--- config.mk ---
export PLATFORM = sky130hd
export DESIGN_NAME = set_assoc_lru_cache
export DESIGN_NICKNAME = d
export VERILOG_FILES = /design/src/rtl/set_assoc_lru_cache.sv
export SDC_FILE = /design/constraint.sdc
export NUM_CORES = 1
export LEC_CHECK = 0
export CORE_ASPECT_RATIO = 0.7
export CORE_UTILIZATION = 35
export DETAILED_ROUTE_END_ITERATION = 16
export SETUP_SLACK_MARGIN = 0.1
export SLEW_MARGIN = 25
export SYNTH_ARGS = -nofsm -noshare
export SYNTH_HDL_FRONTEND = slang
export SYNTH_SLANG_ARGS = --single-unit
--- constraint.sdc ---
create_clock -name clk -period 14 [get_ports clk]
set_clock_uncertainty 0.2 [all_clocks]
set_input_delay 1.4 -clock clk [delete_from_list [all_inputs] [get_ports clk]]
set_output_delay 1.4 -clock clk [all_outputs]
set_load 0.02 [all_outputs]
--- src/rtl/set_assoc_lru_cache.sv ---
// rtl/set_assoc_lru_cache.sv - N-way set-associative write-through data cache with true LRU
//
// Purpose: one-word-line, write-through, no-write-allocate data cache between the
// memory stage and data memory. Every memory transaction stalls the pipeline.
// Ports:
//   clk, rst            clock, asynchronous active-high reset
//   MemReadM/MemWriteM  load/store request (held stable while Stall=1)
//   ALUResultM          byte address; WriteDataM store data
//   Data, Hit, Stall    load data to ReadDataW, same-cycle load hit, pipeline freeze
//   Datamem_wire, MemValid_wire                    memory read data / completion
//   MemRead_wire, MemWrite_wire, MemAddress_wire, MemWriteData_wire  memory request
//   HitCount, MissCount load hit/miss performance counters (wrapping)
module set_assoc_lru_cache #(
  parameter int NUM_SETS = 4,
  parameter int NUM_WAYS = 2
) (
  input  logic        clk,
  input  logic        rst,
  input  logic        MemReadM,
  input  logic        MemWriteM,
  input  logic [31:0] ALUResultM,
  input  logic [31:0] WriteDataM,
  output logic [31:0] Data,
  output logic        Hit,
  output logic        Stall,
  input  logic [31:0] Datamem_wire,
  input  logic        MemValid_wire,
  output logic        MemRead_wire,
  output logic        MemWrite_wire,
  output logic [31:0] MemAddress_wire,
  output logic [31:0] MemWriteData_wire,
  output logic [31:0] HitCount,
  output logic [31:0] MissCount
);

  localparam int SET_BITS = $clog2(NUM_SETS);
  localparam int AGE_BITS = $clog2(NUM_WAYS);
  localparam int TAG_BITS = 32 - SET_BITS - 2;

  typedef enum logic [1:0] {IDLE, RD_WAIT, WR_WAIT, RESP} state_t;

  state_t state_q, state_d;
  logic [31:0] addr_q, addr_d;
  logic [31:0] wdata_q, wdata_d;
  logic [31:0] rdata_q, rdata_d;
  logic [31:0] hit_cnt_q, hit_cnt_d;
  logic [31:0] miss_cnt_q, miss_cnt_d;

  logic                valid_q [NUM_SETS][NUM_WAYS];
  logic [TAG_BITS-1:0] tag_q   [NUM_SETS][NUM_WAYS];
  logic [31:0]         data_q  [NUM_SETS][NUM_WAYS];
  logic [AGE_BITS-1:0] age_q   [NUM_SETS][NUM_WAYS];

  // Lookup uses the live address in IDLE and the latched address while waiting.
  logic [SET_BITS-1:0] lk_set;
  logic [TAG_BITS-1:0] lk_tag;
  logic                hit_any;
  logic [AGE_BITS-1:0] hit_way;
  logic [AGE_BITS-1:0] victim_way;
  logic                inv_found;

  logic                touch_en;
  logic [AGE_BITS-1:0] touch_way;
  logic                fill_en;
  logic                wupd_en;

  always_comb begin
    lk_set = (state_q == IDLE) ? ALUResultM[SET_BITS+1:2] : addr_q[SET_BITS+1:2];
    lk_tag = (state_q == IDLE) ? ALUResultM[31:SET_BITS+2] : addr_q[31:SET_BITS+2];
    hit_any    = 1'b0;
    hit_way    = '0;
    inv_found  = 1'b0;
    victim_way = '0;
    for (int i = 0; i < NUM_WAYS; i++) begin
      if (valid_q[lk_set][i] && (tag_q[lk_set][i] == lk_tag) && !hit_any) begin
        hit_any = 1'b1;
        hit_way = AGE_BITS'(i);
      end
      if (!valid_q[lk_set][i] && !inv_found) begin
        inv_found  = 1'b1;
        victim_way = AGE_BITS'(i);
      end
    end
    // With no free way, the least recently used way carries the oldest age.
    if (!inv_found) begin
      for (int i = 0; i < NUM_WAYS; i++) begin
        if (age_q[lk_set][i] == AGE_BITS'(NUM_WAYS - 1)) victim_way = AGE_BITS'(i);
      end
    end
  end

  always_comb begin
    state_d           = state_q;
    addr_d            = addr_q;
    wdata_d           = wdata_q;
    rdata_d           = rdata_q;
    hit_cnt_d         = hit_cnt_q;
    miss_cnt_d        = miss_cnt_q;
    Data              = rdata_q;
    Hit               = 1'b0;
    Stall             = 1'b0;
    MemRead_wire      = 1'b0;
    MemWrite_wire     = 1'b0;
    MemAddress_wire   = addr_q;
    MemWriteData_wire = wdata_q;
    touch_en          = 1'b0;
    touch_way         = hit_way;
    fill_en           = 1'b0;
    wupd_en           = 1'b0;
    case (state_q)
      IDLE: begin
        MemAddress_wire   = ALUResultM;
        MemWriteData_wire = WriteDataM;
        if (MemWriteM) begin
          Stall   = 1'b1;
          addr_d  = ALUResultM;
          wdata_d = WriteDataM;
          state_d = WR_WAIT;
        end else if (MemReadM) begin
          if (hit_any) begin
            Hit       = 1'b1;
            Data      = data_q[lk_set][hit_way];
            touch_en  = 1'b1;
            hit_cnt_d = hit_cnt_q + 32'd1;
          end else begin
            Stall      = 1'b1;
            addr_d     = ALUResultM;
            miss_cnt_d = miss_cnt_q + 32'd1;
            state_d    = RD_WAIT;
          end
        end
      end
      RD_WAIT: begin
        MemRead_wire = 1'b1;
        Stall        = 1'b1;
        touch_way    = victim_way;
        if (MemValid_wire) begin
          fill_en  = 1'b1;
          touch_en = 1'b1;
          rdata_d  = Datamem_wire;
          state_d  = RESP;
        end
      end
      WR_WAIT: begin
        MemWrite_wire = 1'b1;
        Stall         = 1'b1;
        if (MemValid_wire) begin
          wupd_en  = hit_any;
          touch_en = hit_any;
          state_d  = RESP;
        end
      end
      default: begin
        state_d = IDLE;
      end
    endcase
    // Outputs go quiet the moment reset is raised, before any clock edge.
    if (rst) begin
      Hit           = 1'b0;
      Stall         = 1'b0;
      MemRead_wire  = 1'b0;
      MemWrite_wire = 1'b0;
    end
  end

  assign HitCount  = hit_cnt_q;
  assign MissCount = miss_cnt_q;

  always_ff @(posedge clk or posedge rst) begin
    if (rst) begin
      state_q    <= IDLE;
      addr_q     <= '0;
      wdata_q    <= '0;
      rdata_q    <= '0;
      hit_cnt_q  <= '0;
      miss_cnt_q <= '0;
    end else begin
      state_q    <= state_d;
      addr_q     <= addr_d;
      wdata_q    <= wdata_d;
      rdata_q    <= rdata_d;
      hit_cnt_q  <= hit_cnt_d;
      miss_cnt_q <= miss_cnt_d;
    end
  end

  // Valid bits and ages are reset; ages start as way index so they form a permutation.
  always_ff @(posedge clk or posedge rst) begin
    if (rst) begin
      for (int s = 0; s < NUM_SETS; s++) begin
        for (int w = 0; w < NUM_WAYS; w++) begin
          valid_q[s][w] <= 1'b0;
          age_q[s][w]   <= AGE_BITS'(w);
        end
      end
    end else begin
      if (fill_en) valid_q[lk_set][touch_way] <= 1'b1;
      if (touch_en) begin
        for (int w = 0; w < NUM_WAYS; w++) begin
          if (AGE_BITS'(w) == touch_way) begin
            age_q[lk_set][w] <= '0;
          end else if (age_q[lk_set][w] < age_q[lk_set][touch_way]) begin
            age_q[lk_set][w] <= age_q[lk_set][w] + AGE_BITS'(1);
          end
        end
      end
    end
  end

  // Tag and data arrays are qualified by the valid bits and need no reset.
  always_ff @(posedge clk) begin
    if (fill_en) begin
      tag_q[lk_set][touch_way]  <= lk_tag;
      data_q[lk_set][touch_way] <= Datamem_wire;
    end else if (wupd_en) begin
      data_q[lk_set][touch_way] <= wdata_q;
    end
  end

endmodule

# Word level (Yosys, flattened, before mapping)
# Memory sizes are Yosys's and may differ from the RTL's.
# Index checks and enable logic that the tools add are counted.
[totals]
reg_bits = 178
mem_bits_rw = 480
in_bits = 101
out_inout_bits = 164
elab_cells = 280
memories = 2
[mem_list]
columns = ["name", "depth", "width", "rd", "rd_clocked_by_memory_dff", "wr", "line_no", "rtl"]
rows = [
  ["data_q", 4, 64, 1, 0, 1, "51", "logic [31:0] data_q [NUM_SETS][NUM_WAYS];"],
  ["tag_q", 4, 56, 1, 0, 1, "50", "logic [TAG_BITS-1:0] tag_q [NUM_SETS][NUM_WAYS];"],
]
[classes]
n_addsub = 4
n_lt_le_gt_ge = 7
n_eq_ne = 8
n_mux = 146
bitwise = 74
reduce_logical = 17
[ops]
columns = ["op", "count"]
rows = [
  ["$mux W32", 13],
  ["$mux W64", 2],
  ["$mux W1", 99],
  ["$add A32 B1 Y32 const B", 2],
  ["$or A1 B1 Y1", 64],
  ["$eq A28 B28 Y1", 2],
  ["$mux W28", 2],
  ["$mux W56", 1],
  ["$mux W8", 5],
  ["$demux W32 S1", 1],
  ["$demux W28 S1", 1],
  ["$mux W2", 11],
  ["$and A8 B8 Y8", 2],
  ["$bwmux W8", 2],
  ["$not A8 Y8", 2],
  ["$demux W2 S2", 3],
  ["$bmux W2 S2", 2],
  ["$or A8 B8 Y8", 1],
  ["$reduce_and A4 Y1", 2],
  ["$logic_and A1 B1 Y1", 6],
  ["$ne A3 B3 Y1 const B", 2],
  ["$reduce_and A3 Y1", 2],
  ["$ge A2 B2 Y1 const B", 2],
  ["$not A1 Y2", 2],
  ["other kinds (20)", 25],
]

# Logic depth before layout (Yosys ltp)
[logic_depth]
depth_word = 24
mapped_depth = 20
ltp_nobuf = 13

# Least setup slack after synthesis
# OpenSTA, ideal clock, no wires.
[synth_timing]
path_type = "input to register"
startpoint = "input port ALUResultM[3]"
endpoint = "memory data_q[0][32] (netlist name), enable pin"
setup_ns = 0.421
arrival_time_ns = 5.808
t_required_ns = 13.379
slack_ns = 7.571
stages = 14
n_path_buf = 5
path_cell_list = "and3_1 > buf_2 > buf_2 > buf_2 > o21ai_0 > nand4_1 > xnor2_1 > or4b_1 > or4_1 > or4_1 > buf_2 > buf_6 > and2_1 > nor2_1"
[synth_between]
elab_chain_len = 19
word_cells_on_any_way = 40
[synth_lines]
columns = ["element", "line_no", "rtl"]
rows = [
  ["from (decl)", "21", "input logic [31:0] ALUResultM,"],
  ["$mux W2 (*)", "68", "lk_set = (state_q == IDLE) ? ALUResultM[SET_BITS+1:2] : addr_q[SET_BITS+1:2];"],
  ["branches (longest 18 deep; another with $mem_v2 Z4 W56)", "--", ""],
  ["to (decl)", "51", ""],
]
# Mark *: on every way between the ends. The select of a mux whose other input is x is not followed.

# Worst setup path in the final report
[layout_timing]
startpoint = "input port ALUResultM[3]"
endpoint = "output port Data[5]"
[layout_between]
elab_chain_len = 18
word_cells_on_any_way = 24
[layout_lines]
columns = ["element", "line_no", "rtl"]
rows = [
  ["$mux W2 (*)", "68", ""],
  ["branches (longest 13 deep; another with $mem_v2 Z4 W56)", "--", ""],
  ["$mux W32 (*)", "120", "if (hit_any) begin"],
  ["$mux W32 (*)", "119", "end else if (MemReadM) begin"],
  ["$mux W32 (*)", "114", "if (MemWriteM) begin"],
  ["$mux W32 (*)", "110", "case (state_q)"],
  ["to (decl)", "23", "output logic [31:0] Data,"],
]
# Marked as above.

==> run summary <==
CTS placed an instance of sky130_fd_sc_hd__clkbuf_16 at the clock tree root. Summed over all nets, the half-perimeter wirelength after detailed placement is 50,800 µm. The total iterations of the first detailed-routing run came out at 6. The share of cells above drive strength 1 is 15.0%. The row count came out at 87. After Yosys synthesis, full adders, half adders and majority gates account for 0.259% of the synthesized area. The number of global-route vias before repair is 19,100.

The routed design could run at a clock period as short as 9.52 ns. The flow ran to the end, and the final reports show no timing, DRC or antenna violations. The sequential-to-total area share from yosys stat is 65.0%. The data required time at the worst endpoint came out at 12.40 ns. The number of buffers and inverters on the critical path is 5. The number of setup buffers added after CTS is 0. The reported max-cap violation count is 0. The count of endpoints failing hold in the final timing report is 0. The clock power share is 24.0%. 265 I/O pins were placed. The area of the multi-input gates came out at 9560 µm². The number of instances in the synthesized netlist came out at 2,174. The total area inside the core boundary comes to 81,300 µm². Summed over all nets, the switching power comes to 2.84 mW. The fraction of power spent switching nets came out at 37.9%. The sequential cell area came out at 18,900 µm².

The via count is 19,000. The worst setup path is captured at an output pin. The internal power came out at 4.65 mW. The worst setup path is launched from a primary input. The number of nets in the synthesized netlist is 2,281. The number of fill cells came out at 7,251. The warning count from the yosys run came out at 0.

The post-route antenna net violation count came out at 0. Timing would allow up to 0.105 GHz. The x dimension of the die is 346 µm. The number of buffers created by CTS came out at 69.

The share of power burned in registers is 35.3%. The synthesized netlist devotes 7.14% of its cell area to compound gates. After synthesis, the share of cell area in mux cells is 11.2%. The first routing iteration left 1,410 violations. The maximum number of buffers from clock root to sink is 3.

The worst setup path is of the primary input to output pin kind. The starting density of the core is 35.7%. Of the total synthesized cell area, the portion taken by XOR and XNOR cells is 3.62%. The combinational fraction of design power came out at 40.7%. The number of synthesized register bits is 658.

The leakage power came out at 12.8 nW. Entering global routing, the biggest net connects 119 pins. Measured in cells, the most critical reg-to-reg path has a length of 16. CTS built an H-tree with a depth of 3. The hold buffer count at cts came out at 0.

The post-detailed-route via-to-cell ratio is 5.36. The number of library cell types mapped by synthesis came out at 74. After global routing the overflow that remains totals 0. The initial antenna violation count came out at 6. At the pin with the least slew margin, the transition time is 1.03 ns.

In the global route stage, overall resource usage came out at 19.3%. The slowest stage of the critical path belongs to the cell sky130_fd_sc_hd__buf_4. The areal power density over the cells came out at 213 nW/µm².

The average routed wire per standard cell came out at 23.0 µm. The CTS tree is done. Setup violations remaining at the end of the flow were counted as 0. The gate family responsible for the most delay along the worst path is buffers and inverters.

The number of gates given a new drive strength after cts came out at 0. The min-delay analysis places its worst path in the category register to register. From bottom edge to top edge, the die measures 243 µm.

The count of input and output buffers is 264. The largest single stage delay on the critical path is 0.75 ns. The accumulated negative setup slack is 0 ns. The final-stage net count is 2,535.

Traced cell by cell, the critical path runs through clkdlybuf4s50_1 -> mux2i_4 -> buf_4 -> inv_6 -> buf_4 -> mux2i_1 -> xnor2_1 -> nor4_1 -> o21bai_1 -> nor4_1 -> and4_1 -> nand2_2 -> o22ai_1 -> a21oi_1 -> clkdlybuf4s50_1. The cell count of the worst hold path is 1. The register-to-register setup slack came out at 6.24 ns. Data arrives at the worst endpoint at 7.92 ns. The endpoint of the worst register-to-register path is data_q[1][21]. Setup repair after global routing left no endpoint under its margin.

The number of pins with negative max-slew slack in the final report came out at 0. The startpoint of the most critical register-to-register path is state_q[0]. The weighted congestion at the end of routability-driven global placement came out at 0.856. In the routed design, unresolved DRC markers number 0. The period utilization came out at 68.0%. The synthesized area per cell came out at 13.4 µm². The layout-stage area growth over the synthesis result came out at 21.0%. The floorplan step defined a die boundary enclosing 84,100 µm². By area, the combinational part of the netlist is dominated by multiplexers. The worst hold endpoint is valid_q[7]. The clock latency on the worst-skew pair came out at 0.64 ns. Counting flops with a built-in enable in the synthesized netlist gives 480.

The startpoint identified for the worst hold timing path is valid_q[7]. Of all flip-flops after synthesis, the portion carrying an async set or reset was 27.1%. The cell area after technology mapping came out at 29,000 µm². The total power of the final layout is 7.49 mW. The routed design has 81,900 µm of wire. The dominant register cell in the synthesized netlist is sky130_fd_sc_hd__edfxtp_1. The number of clock sinks seen by CTS came out at 658. The tightest slew margin relative to the limit is 31.4%.

The global-route wire length before repair came out at 122,000 µm. The clock edge transition at the registers on the reported setup and hold paths is 0.06 ns. The fraction of the mapped netlist area in simple logic gates is 10.2%. The peak supply drop is 0.0000912 V. The maximum fanout count along the critical path is 59.
==> cells in the mapped netlist (5+ instances only) <==
cell	n	area, µm²
sky130_fd_sc_hd__a2111oi_0	17	149
sky130_fd_sc_hd__a21oi_1	43	215
sky130_fd_sc_hd__a31oi_1	66	413
sky130_fd_sc_hd__and2_1	10	62.6
sky130_fd_sc_hd__and3_1	80	500
sky130_fd_sc_hd__and4_1	7	61.3
sky130_fd_sc_hd__buf_1	13	48.8
sky130_fd_sc_hd__buf_2	27	135
sky130_fd_sc_hd__buf_6	9	101
sky130_fd_sc_hd__clkbuf_1	73	274
sky130_fd_sc_hd__dfrtp_1	174	4350
sky130_fd_sc_hd__edfxtp_1	480	14400
sky130_fd_sc_hd__ha_1	6	75.1
sky130_fd_sc_hd__inv_1	46	173
sky130_fd_sc_hd__mux2_1	34	383
sky130_fd_sc_hd__mux2_2	138	1550
sky130_fd_sc_hd__mux2_4	29	435
sky130_fd_sc_hd__mux2i_1	73	731
sky130_fd_sc_hd__mux4_2	5	113
sky130_fd_sc_hd__nand2_1	307	1150
sky130_fd_sc_hd__nand3_1	18	90.1
sky130_fd_sc_hd__nand4_1	40	250
sky130_fd_sc_hd__nor2_1	83	312
sky130_fd_sc_hd__nor2b_1	8	50.1
sky130_fd_sc_hd__nor3_1	16	80.1
sky130_fd_sc_hd__nor4_1	12	75.1
sky130_fd_sc_hd__o21a_1	55	413
sky130_fd_sc_hd__o21ai_0	39	195
sky130_fd_sc_hd__o21ai_1	20	100
sky130_fd_sc_hd__o22ai_1	39	244
sky130_fd_sc_hd__o32a_1	7	70.1
sky130_fd_sc_hd__or2_2	11	68.8
sky130_fd_sc_hd__or4_1	5	37.5
sky130_fd_sc_hd__xnor2_1	95	832
sky130_fd_sc_hd__xor2_1	25	219
==> how the worst max path moves through the flow <==
stage,startpoint,to,cells past startpoint,slack [ns]
floorplan,ALUResultM[3],data_q[0][32],14,7.57
global placement,ALUResultM[3],Data[4],15,4.33
detailed placement,ALUResultM[3],Data[23],15,4.11
CTS,ALUResultM[3],Data[5],15,4.10
global route,ALUResultM[3],Data[26],15,4.09
finish,ALUResultM[3],Data[5],15,4.48
==> layout by cell type (no fill, tap or decap), types with 8 or more instances in the layout <==
cell,count
sky130_fd_sc_hd__a2111oi_0,17
sky130_fd_sc_hd__a21oi_1,43
sky130_fd_sc_hd__a31oi_1,66
sky130_fd_sc_hd__and2_1,8
sky130_fd_sc_hd__and3_1,80
sky130_fd_sc_hd__buf_4,44
sky130_fd_sc_hd__clkbuf_1,21
sky130_fd_sc_hd__clkbuf_16,69
sky130_fd_sc_hd__clkdlybuf4s50_1,264
sky130_fd_sc_hd__clkinv_2,8
sky130_fd_sc_hd__dfrtp_1,174
sky130_fd_sc_hd__edfxtp_1,480
sky130_fd_sc_hd__inv_1,44
sky130_fd_sc_hd__mux2_1,34
sky130_fd_sc_hd__mux2_2,138
sky130_fd_sc_hd__mux2_4,29
sky130_fd_sc_hd__mux2i_1,72
sky130_fd_sc_hd__nand2_1,305
sky130_fd_sc_hd__nand3_1,18
sky130_fd_sc_hd__nand4_1,40
sky130_fd_sc_hd__nor2_1,67
sky130_fd_sc_hd__nor2_2,8
sky130_fd_sc_hd__nor2_4,8
sky130_fd_sc_hd__nor2b_1,8
sky130_fd_sc_hd__nor3_1,15
sky130_fd_sc_hd__nor4_1,11
sky130_fd_sc_hd__o21a_1,55
sky130_fd_sc_hd__o21ai_0,39
sky130_fd_sc_hd__o21ai_1,19
sky130_fd_sc_hd__o22ai_1,39
sky130_fd_sc_hd__or2_2,11
sky130_fd_sc_hd__xnor2_1,95
sky130_fd_sc_hd__xor2_1,25
==> area by class of cell <==
type / count / area share [%]
Inverter: 47 / 0.538
Clock inverter: 33 / 0.926
Sequential cell: 658 / 53.7
Antenna cell: 1 / 0.00712
Multi-Input combinational cell: 1344 / 27.2
Timing Repair Buffer: 308 / 8.46
Clock buffer: 95 / 5.34
Tap cell: 1068 / 3.80
==> state kept, by name, summed over array words and instances, names as in the netlist <==
name       flops
HitCount      32
age_q          8
addr_q        32
state_q        2
wdata_q       32
data_q       256
valid_q        8
MissCount     32
rdata_q       32
tag_q        224
==> metal layers <==
metal	part of all wire [%]	GRT usage (%)
met2	45	29.1
met5	0.043	0
met1	46	27.7
met4	2.1	4.92
met3	6.9	4.61
==> power by group through the flow <==
stage          logic (mW)  registers [mW]  clock network, mW
2_1_floorplan        1.90            2.63                  0
3_3_place_gp         3.01            2.67                  0
3_5_place_dp         3.05            2.68                  0
4_1_cts              3.06            2.64               1.84
5_1_grt              3.26            2.67               1.90
6_report             3.04            2.64               1.80
==> worst register-to-register path, stage by stage, from the launching register on <==
cell,delay (ns)
sky130_fd_sc_hd__dfrtp_1,0.43
sky130_fd_sc_hd__inv_1,0.16
sky130_fd_sc_hd__ha_4,0.48
sky130_fd_sc_hd__mux2i_4,0.34
sky130_fd_sc_hd__buf_4,0.55
sky130_fd_sc_hd__inv_6,0.39
sky130_fd_sc_hd__buf_4,0.50
sky130_fd_sc_hd__mux2i_1,0.24
sky130_fd_sc_hd__xnor2_1,0.16
sky130_fd_sc_hd__nor4_1,0.74
sky130_fd_sc_hd__o21bai_1,0.13
sky130_fd_sc_hd__nor4_1,0.37
sky130_fd_sc_hd__and4_1,0.64
sky130_fd_sc_hd__nand2_2,0.75
sky130_fd_sc_hd__o31a_1,0.65
sky130_fd_sc_hd__nor2_4,0.12
sky130_fd_sc_hd__buf_4,0.51
==> cell families (layout without fill, tap and decap cells) <==
group | count (synthesis) | in the layout
mux | 280 | 280
xor+xnor | 120 | 120
fa+ha+maj | 6 | 6
compound gates | 315 | 315
buf+inv | 172 | 483
flops | 658 | 658
other cells | 0 | 1
simple gates | 623 | 623
==> metrics by stage <==
stage          area, µm²  utilization [%]  setup slack [ns]  hold WS (ns)  instances
2_1_floorplan      29000                -              7.57         0.228       2174
4_1_cts            35100             43.2              4.10         0.269       3553
5_1_grt            35100             43.2              4.09         0.275       3553
6_report           35100             43.2              4.48         0.269       3554
3_3_place_gp       32900             40.5              4.33         0.253       3425
3_5_place_dp       32900             40.5              4.11         0.254       3425
Power figures use the tool's default switching activity.
